**src/rtl/ref_fill_axi_rd_master_pkg.sv**
```systemverilog
// ref_fill_axi_rd_master_pkg: AXI constants, default widths and clog2 for the reference-fill read master
package ref_fill_axi_rd_master_pkg;
    typedef enum logic [1:0] {BURST_FIXED = 2'b00, BURST_INCR = 2'b01, BURST_WRAP = 2'b10} axi_burst_e;
    typedef enum logic [1:0] {RESP_OKAY = 2'b00, RESP_EXOKAY = 2'b01, RESP_SLVERR = 2'b10, RESP_DECERR = 2'b11} axi_resp_e;
    localparam int DEF_ADD_WIDTH = 32;
    localparam int DEF_DATA_WIDTH = 512;
    localparam int DEF_ADD_ID_WIDTH = 4;
    localparam int DEF_BURST_LEN = 4;
    localparam int DEF_BURST_SIZE = 3;
    localparam int DEF_BURST_TYPE = 2;
    localparam int DEF_FILL_BEATS = 4;
    localparam int DEF_MAX_OUTSTANDING = 4;
    localparam int DEF_TAG_WIDTH = 8;
    function automatic int clog2(input int v);
        int r;
        r = 0;
        for (int i = 0; i < 32; i++) if ((1 << r) < v) r++;
        return r;
    endfunction
endpackage

```
**src/rtl/ref_fill_tag_fifo.sv**
```systemverilog
// ref_fill_tag_fifo: synchronous FIFO holding {id, tag} of each burst in flight
module ref_fill_tag_fifo
    import ref_fill_axi_rd_master_pkg::*;
#(
    parameter int DEPTH = 4,
    parameter int WIDTH = 12
) (
    input  logic             clk,
    input  logic             reset,
    input  logic             push,
    input  logic [WIDTH-1:0] push_data,
    input  logic             pop,
    output logic [WIDTH-1:0] head,
    output logic             empty,
    output logic             full
);
    localparam int AW = (DEPTH > 1) ? clog2(DEPTH) : 1;
    logic [WIDTH-1:0] mem [DEPTH];
    logic [AW-1:0] wr_ptr, rd_ptr;
    logic [AW:0] count;
    logic do_push, do_pop;
    assign empty = count == '0;
    assign full = count == (AW+1)'(DEPTH);
    assign do_push = push && !full;
    assign do_pop = pop && !empty;
    assign head = mem[rd_ptr];
    always_ff @(posedge clk or posedge reset) begin
        if (reset) begin
            wr_ptr <= '0;
            rd_ptr <= '0;
            count <= '0;
        end else begin
            if (do_push) wr_ptr <= (wr_ptr == AW'(DEPTH-1)) ? '0 : wr_ptr + AW'(1);
            if (do_pop) rd_ptr <= (rd_ptr == AW'(DEPTH-1)) ? '0 : rd_ptr + AW'(1);
            count <= count + (AW+1)'(do_push) - (AW+1)'(do_pop);
        end
    end
    always_ff @(posedge clk) begin
        if (do_push) mem[wr_ptr] <= push_data;
    end
endmodule

```
**src/rtl/ref_fill_axi_rd_master.sv**
```systemverilog
// ref_fill_axi_rd_master: turns line-fill requests into INCR bursts and streams tagged R beats to the fill port
module ref_fill_axi_rd_master
    import ref_fill_axi_rd_master_pkg::*;
#(
    parameter int ADD_WIDTH = DEF_ADD_WIDTH,
    parameter int DATA_WIDTH = DEF_DATA_WIDTH,
    parameter int ADD_ID_WIDTH = DEF_ADD_ID_WIDTH,
    parameter int BURST_LEN = DEF_BURST_LEN,
    parameter int BURST_SIZE = DEF_BURST_SIZE,
    parameter int BURST_TYPE = DEF_BURST_TYPE,
    parameter int FILL_BEATS = DEF_FILL_BEATS,
    parameter int MAX_OUTSTANDING = DEF_MAX_OUTSTANDING,
    parameter int TAG_WIDTH = DEF_TAG_WIDTH
) (
    input  logic                                 clk,
    input  logic                                 reset,
    input  logic                                 req_valid,
    output logic                                 req_ready,
    input  logic [ADD_WIDTH-1:0]                 req_addr,
    input  logic [TAG_WIDTH-1:0]                 req_tag,
    output logic [ADD_ID_WIDTH-1:0]              arid,
    output logic [ADD_WIDTH-1:0]                 araddr,
    output logic [BURST_LEN-1:0]                 arlen,
    output logic [BURST_SIZE-1:0]                arsize,
    output logic [BURST_TYPE-1:0]                arburst,
    output logic [1:0]                           arlock,
    output logic [3:0]                           arcache,
    output logic [2:0]                           arprot,
    output logic                                 arvalid,
    input  logic                                 arready,
    input  logic [ADD_ID_WIDTH-1:0]              rid,
    input  logic [DATA_WIDTH-1:0]                rdata,
    input  logic [1:0]                           rresp,
    input  logic                                 rlast,
    input  logic                                 rvalid,
    output logic                                 rready,
    output logic                                 fill_valid,
    input  logic                                 fill_ready,
    output logic [DATA_WIDTH-1:0]                fill_data,
    output logic [TAG_WIDTH-1:0]                 fill_tag,
    output logic [clog2(FILL_BEATS):0]           fill_beat,
    output logic                                 fill_last,
    output logic                                 err,
    output logic [clog2(MAX_OUTSTANDING):0]      outstanding
);
    localparam int LINE_LOG = clog2(FILL_BEATS * DATA_WIDTH / 8);
    localparam int BW = clog2(FILL_BEATS) + 1;
    localparam int OW = clog2(MAX_OUTSTANDING) + 1;
    localparam int FW = ADD_ID_WIDTH + TAG_WIDTH;
    logic [BW-1:0] beat_cnt;
    logic [ADD_ID_WIDTH-1:0] id_cnt;
    logic [FW-1:0] head;
    logic fifo_empty, fifo_full;
    logic accept, r_fire, cnt_last, bad, dec, pop;
    assign arlen = BURST_LEN'(FILL_BEATS - 1);
    assign arsize = BURST_SIZE'(clog2(DATA_WIDTH / 8));
    assign arburst = BURST_TYPE'(BURST_INCR);
    assign arlock = '0;
    assign arcache = '0;
    assign arprot = '0;
    // The full term only matters after an early rlast has freed a slot before its tag pops
    assign req_ready = !arvalid && (outstanding < OW'(MAX_OUTSTANDING)) && !fifo_full;
    assign accept = req_valid && req_ready;
    assign rready = !fill_valid || fill_ready;
    assign r_fire = rvalid && rready;
    assign cnt_last = beat_cnt == BW'(FILL_BEATS - 1);
    assign pop = r_fire && !fifo_empty && cnt_last;
    assign bad = fifo_empty || rresp != RESP_OKAY || rid != head[FW-1:TAG_WIDTH] || rlast != cnt_last;
    assign dec = r_fire && rlast && outstanding != '0;
    ref_fill_tag_fifo #(.DEPTH(MAX_OUTSTANDING), .WIDTH(FW)) u_tag_fifo (
        .clk(clk),
        .reset(reset),
        .push(accept),
        .push_data({id_cnt, req_tag}),
        .pop(pop),
        .head(head),
        .empty(fifo_empty),
        .full(fifo_full)
    );
    always_ff @(posedge clk or posedge reset) begin
        if (reset) begin
            arvalid <= 1'b0;
            araddr <= '0;
            arid <= '0;
            id_cnt <= '0;
            outstanding <= '0;
            beat_cnt <= '0;
            fill_valid <= 1'b0;
            fill_data <= '0;
            fill_tag <= '0;
            fill_beat <= '0;
            fill_last <= 1'b0;
            err <= 1'b0;
        end else begin
            if (accept) begin
                arvalid <= 1'b1;
                araddr <= (req_addr >> LINE_LOG) << LINE_LOG;
                arid <= id_cnt;
                id_cnt <= id_cnt + ADD_ID_WIDTH'(1);
            end else if (arready) begin
                arvalid <= 1'b0;
            end
            outstanding <= outstanding + OW'(accept) - OW'(dec);
            // Beat bookkeeping follows the expected count, never rlast
            if (r_fire && !fifo_empty) begin
                fill_valid <= 1'b1;
                fill_data <= rdata;
                fill_tag <= head[TAG_WIDTH-1:0];
                fill_beat <= beat_cnt;
                fill_last <= cnt_last;
                beat_cnt <= cnt_last ? '0 : beat_cnt + BW'(1);
            end else if (fill_ready) begin
                fill_valid <= 1'b0;
            end
            if (r_fire && bad) err <= 1'b1;
        end
    end
endmodule

```
**config.mk**
```make
export PLATFORM = sky130hd
export DESIGN_NAME = ref_fill_axi_rd_master
export DESIGN_NICKNAME = d
export VERILOG_FILES = /design/src/rtl/ref_fill_axi_rd_master_pkg.sv /design/src/rtl/ref_fill_tag_fifo.sv /design/src/rtl/ref_fill_axi_rd_master.sv
export SDC_FILE = /design/constraint.sdc
export NUM_CORES = 1
export LEC_CHECK = 0
export CAP_MARGIN = 20
export CORE_AREA = 3 3 450 452
export CTS_CLUSTER_DIAMETER = 200
export DETAILED_ROUTE_END_ITERATION = 8
export DIE_AREA = 0 0 453 455
export PLACE_DENSITY = 0.36
export SETUP_SLACK_MARGIN = 0.05
export SKIP_CTS_REPAIR_TIMING = 1
export SLEW_MARGIN = 20
export SYNTH_ARGS = -nofsm -noshare
export SYNTH_HDL_FRONTEND = slang
export SYNTH_SLANG_ARGS = --single-unit
```
**constraint.sdc**
```tcl
create_clock -name clk -period 30.1 [get_ports clk]
set_clock_uncertainty 0.15 [all_clocks]
set_input_delay 6.02 -clock clk [delete_from_list [all_inputs] [get_ports clk]]
set_output_delay 6.02 -clock clk [all_outputs]
set_load 0.05 [all_outputs]
```
==> results.md <==
### Clocking
* built — clock tree from TritonCTS
* 3 — number of buffers on the longest clock path
* 0.06 ns — clock-pin transition on the worst setup and hold timing paths
* 620 — clock net sink count
* 3 — total number of H-tree levels
* 0.72 ns — insertion delay to the later sink of the worst-skew pair
* 86 — TritonCTS Buffers
* sky130_fd_sc_hd__clkbuf_16 — Clock Root Buffer

### Job
* 0 — maximum capacitance violations

### Timing
* 72.1 MHz — Fmax
* 0 ns — Sum Neg Setup Slack
* 46.1% — ratio of final minimum period to clock period
* no — unrepaired setup endpoints after global routing
* 0 — number of failing setup endpoints in the final timing report
* 35.2% — Rel. slew slack
* 0.972 ns — slew of the pin with the lowest slew margin
* 13.86 ns — minimum clock period after layout
* 0.319 ns — final-layout worst hold slack
* 0 — number of slew-limit violations in the final report
* 0 — total count of hold-check failures in the final report

### Power and ir drop
* 123 nW/µm² — Power Density
* 27.3% — Reg power frac
* 48.1% — sw frac
* 56.1 µV — Max rail drop VDD
* 18.5 nW — Leakage Power
* 50.5% — combinational cell fraction of total power
* 2.41 mW — switching pwr
* 2.59 mW — internal power component
* 22.3% — share of power burned in the clock network

### Drt
* 3.28 — detailed-route vias per instance
* 4 — Detailed Routing Iterations Pass 1
* 0 — remaining design rule violation count
* 21.3 µm — routed wirelength normalized by instance count
* 0 — antenna-violating nets left
* 135 mm — wire length reported by the detailed router
* 20.7k — routed via count
* 1,215 — initial detailed-routing violation count

### Synth
* 2,461 — number of cells produced by synthesis
* 620 — register bit count reported by yosys
* 0 — Synthesis Warnings
* 34 — synth unique cells
* 66.2% — sequential area share after synthesis
* 9.67 µm² — Post-Syn Area per Cell
* 23,800 µm² — Syn Std Cell Area

### Global routing
* 75 — number of antenna violations at the first check in global routing
* 12.5% — GRT Overall Usage
* 180 mm — wire length of the first global-routing pass
* 20.9k — via count of the first global-routing pass
* 0 — residual overflow from global routing
* 149 — pin count of the biggest net entering global routing

### Worst setup path
* 6 — critical-path maximum fanout
* 7.69 ns — data arrival time of the critical path
* 0.89 ns — worst stage delay on the critical path
* 23.93 ns — CP required
* primary output — category of the worst setup path capture point
* in2out — category of the most critical setup path
* sky130_fd_sc_hd__clkdlybuf4s50_1 — most numerous cell on the critical path
* clkdlybuf4s50_1 -> nand2b_1 -> clkdlybuf4s50_1 — cell breakdown of the critical path
* sky130_fd_sc_hd__clkdlybuf4s50_1 — Slowest-stage cell, CP
* input pin — critical path startpoint category

### Floorplanning
* 11.9% — effective utilization at floorplan
* 455 µm — Die Height
* 164 — Site Rows
* 1,151 — I/O pin count
* 453 µm — Die W
* 199,000 µm² — core outline area
* 206,000 µm² — die outline area

### Place
* 105 mm — half-perimeter wire length after detailed placement
* 1,116 — input/output buffers
* 0.815 — GP Congestion

### Min path
* reg2reg — min-delay worst type

### Layout
* 21.9k — number of fill cells in the layout
* 4,140 — final net count
* 71.2% — area growth from synthesis to layout
* 5.86% — share of final-layout standard cells stronger than drive strength 1

### Outcome
* complete, no violations — status

==> cell usage after synthesis <==
| master | count | area share (%) |
|---|---|---|
| sky130_fd_sc_hd__nand2_1 | 1577 | 25 |
| sky130_fd_sc_hd__dfrtp_1 | 572 | 60 |
| sky130_fd_sc_hd__edfxtp_1 | 48 | 6.1 |
| sky130_fd_sc_hd__clkbuf_1 | 39 | 0.62 |
| sky130_fd_sc_hd__buf_2 | 37 | 0.78 |
| sky130_fd_sc_hd__buf_6 | 34 | 1.6 |
| sky130_fd_sc_hd__mux2_2 | 32 | 1.5 |
| sky130_fd_sc_hd__buf_4 | 29 | 0.91 |
| sky130_fd_sc_hd__inv_1 | 14 | 0.22 |
| sky130_fd_sc_hd__mux4_2 | 12 | 1.1 |
| sky130_fd_sc_hd__buf_1 | 11 | 0.17 |
| sky130_fd_sc_hd__ha_1 | 11 | 0.58 |
| sky130_fd_sc_hd__xnor2_1 | 7 | 0.26 |
| sky130_fd_sc_hd__xor2_1 | 5 | 0.18 |
| sky130_fd_sc_hd__and2_1 | 4 | 0.11 |
| sky130_fd_sc_hd__nor2_1 | 4 | 0.063 |
| sky130_fd_sc_hd__nor3_1 | 3 | 0.063 |
| sky130_fd_sc_hd__a21oi_1 | 2 | 0.042 |
| sky130_fd_sc_hd__and3_1 | 2 | 0.053 |
| sky130_fd_sc_hd__conb_1 | 2 | 0.032 |
| sky130_fd_sc_hd__fa_1 | 2 | 0.17 |
| sky130_fd_sc_hd__o21ai_0 | 2 | 0.042 |
| sky130_fd_sc_hd__a211oi_1 | 1 | 0.032 |
| sky130_fd_sc_hd__a21boi_0 | 1 | 0.032 |
| sky130_fd_sc_hd__a21o_1 | 1 | 0.032 |
| sky130_fd_sc_hd__clkbuf_2 | 1 | 0.021 |
| sky130_fd_sc_hd__nand2b_1 | 1 | 0.026 |
| sky130_fd_sc_hd__nand3_1 | 1 | 0.021 |
| sky130_fd_sc_hd__nand3_2 | 1 | 0.042 |
| sky130_fd_sc_hd__nand4_1 | 1 | 0.026 |
| sky130_fd_sc_hd__nor2b_1 | 1 | 0.026 |
| sky130_fd_sc_hd__nor4_1 | 1 | 0.026 |
| sky130_fd_sc_hd__o31ai_1 | 1 | 0.032 |
| sky130_fd_sc_hd__or3_4 | 1 | 0.047 |
==> area by class of cell <==
cell class | count | area (µm²) | share of cell area [%]
timing repair buffer | 1140 | 11400 | 27.9
multi-input combinational | 1700 | 7110 | 17.5
clock buffer | 118 | 2420 | 5.95
antenna | 20 | 50.0 | 0.123
inverter | 14 | 60.1 | 0.147
sequential | 620 | 15800 | 38.7
clock inverter | 42 | 642 | 1.58
tap | 2656 | 3320 | 8.16
==> layer usage <==
layer  wire length, µm  up-vias  GRT usage [%]
li1                  -     9719              -
met1             54800    10005           15.2
met2             65000      723           20.7
met3             10700      229           4.31
met4              3750       44           3.88
met5               300        -              0
==> flip-flops by register name (all words and copies together) (netlist names) <==
signal / flops
u_tag_fifo.count: 3
err: 1
outstanding: 3
fill_last: 1
arid: 4
fill_data: 512
u_tag_fifo.rd_ptr: 2
fill_tag: 8
arvalid: 1
fill_beat: 3
u_tag_fifo.mem: 48
araddr: 24
fill_valid: 1
beat_cnt: 3
u_tag_fifo.wr_ptr: 2
id_cnt: 4
==> placed cells by master (no fill, tap or decap), types with 4 or more instances in the layout <==
cell type,n
sky130_fd_sc_hd__mux2_2,32
sky130_fd_sc_hd__buf_4,22
sky130_fd_sc_hd__clkinv_2,17
sky130_fd_sc_hd__ha_1,11
sky130_fd_sc_hd__clkbuf_8,15
sky130_fd_sc_hd__diode_2,20
sky130_fd_sc_hd__clkdlybuf4s50_1,1116
sky130_fd_sc_hd__clkbuf_1,17
sky130_fd_sc_hd__dfrtp_1,572
sky130_fd_sc_hd__and2_1,4
sky130_fd_sc_hd__edfxtp_1,48
sky130_fd_sc_hd__xnor2_1,7
sky130_fd_sc_hd__inv_1,13
sky130_fd_sc_hd__mux4_2,12
sky130_fd_sc_hd__bufinv_16,12
sky130_fd_sc_hd__nor2_1,4
sky130_fd_sc_hd__clkinv_16,4
sky130_fd_sc_hd__xor2_1,5
sky130_fd_sc_hd__conb_1,26
sky130_fd_sc_hd__nand2_1,1577
sky130_fd_sc_hd__clkbuf_16,86
==> per-stage QoR <==
step	cell area, µm²	std cells	setup slack, ns	total power, mW	util, %
floorplan	23900	2485	7.93	2.89	-
global placement	37600	6130	16.25	3.94	18.9
detailed placement	37600	6130	16.26	3.95	18.9
CTS	40700	6290	16.23	5.11	20.4
global route	40700	6297	16.18	5.25	20.4
finish	40700	6310	16.24	5.00	20.4
==> logic make-up after synthesis <==
family,Yosys count,synth area share (%)
flip-flops,620,66.2
AND/OR/NAND/NOR,1597,25.4
buffers and inverters,165,4.33
AO/OA/AOI/OAI,8,0.210
other,2,0.0316
multiplexers,44,2.65
XOR/XNOR,12,0.442
adder cells (fa/ha/maj),13,0.747
==> critical path, delay by kind of cell <==
family,cells,cell delay [ns]
buffers and inverters,2,1.35
and+or+nand+nor,1,0.33
==> final timing paths <==
| path | start | end | slack [ns] | cells past startpoint |
|---|---|---|---|---|
| setup reg to reg | fill_valid | fill_data[405] | 25.46 | 8 |
| hold reg to reg | fill_data[316] | fill_data[316] | 0.32 | 2 |
| setup / recovery | fill_ready | rready | 16.24 | 3 |
| min in group asynchronous | reset | fill_data[337] | 5.55 | 2 |
| hold / removal | fill_data[316] | fill_data[316] | 0.32 | 2 |
| max in group asynchronous | reset | fill_data[58] | 22.22 | 4 |
==> power groups by stage <==
stage / logic (mW) / clock network [mW] / registers (mW)
after floorplan: 0.460 / 0 / 2.43
after global placement: 2.58 / 0 / 1.37
after detailed placement: 2.57 / 0 / 1.37
after CTS: 2.58 / 1.17 / 1.37
after global routing: 2.65 / 1.20 / 1.41
final: 2.52 / 1.11 / 1.36
(Power assumes the default switching activity.)
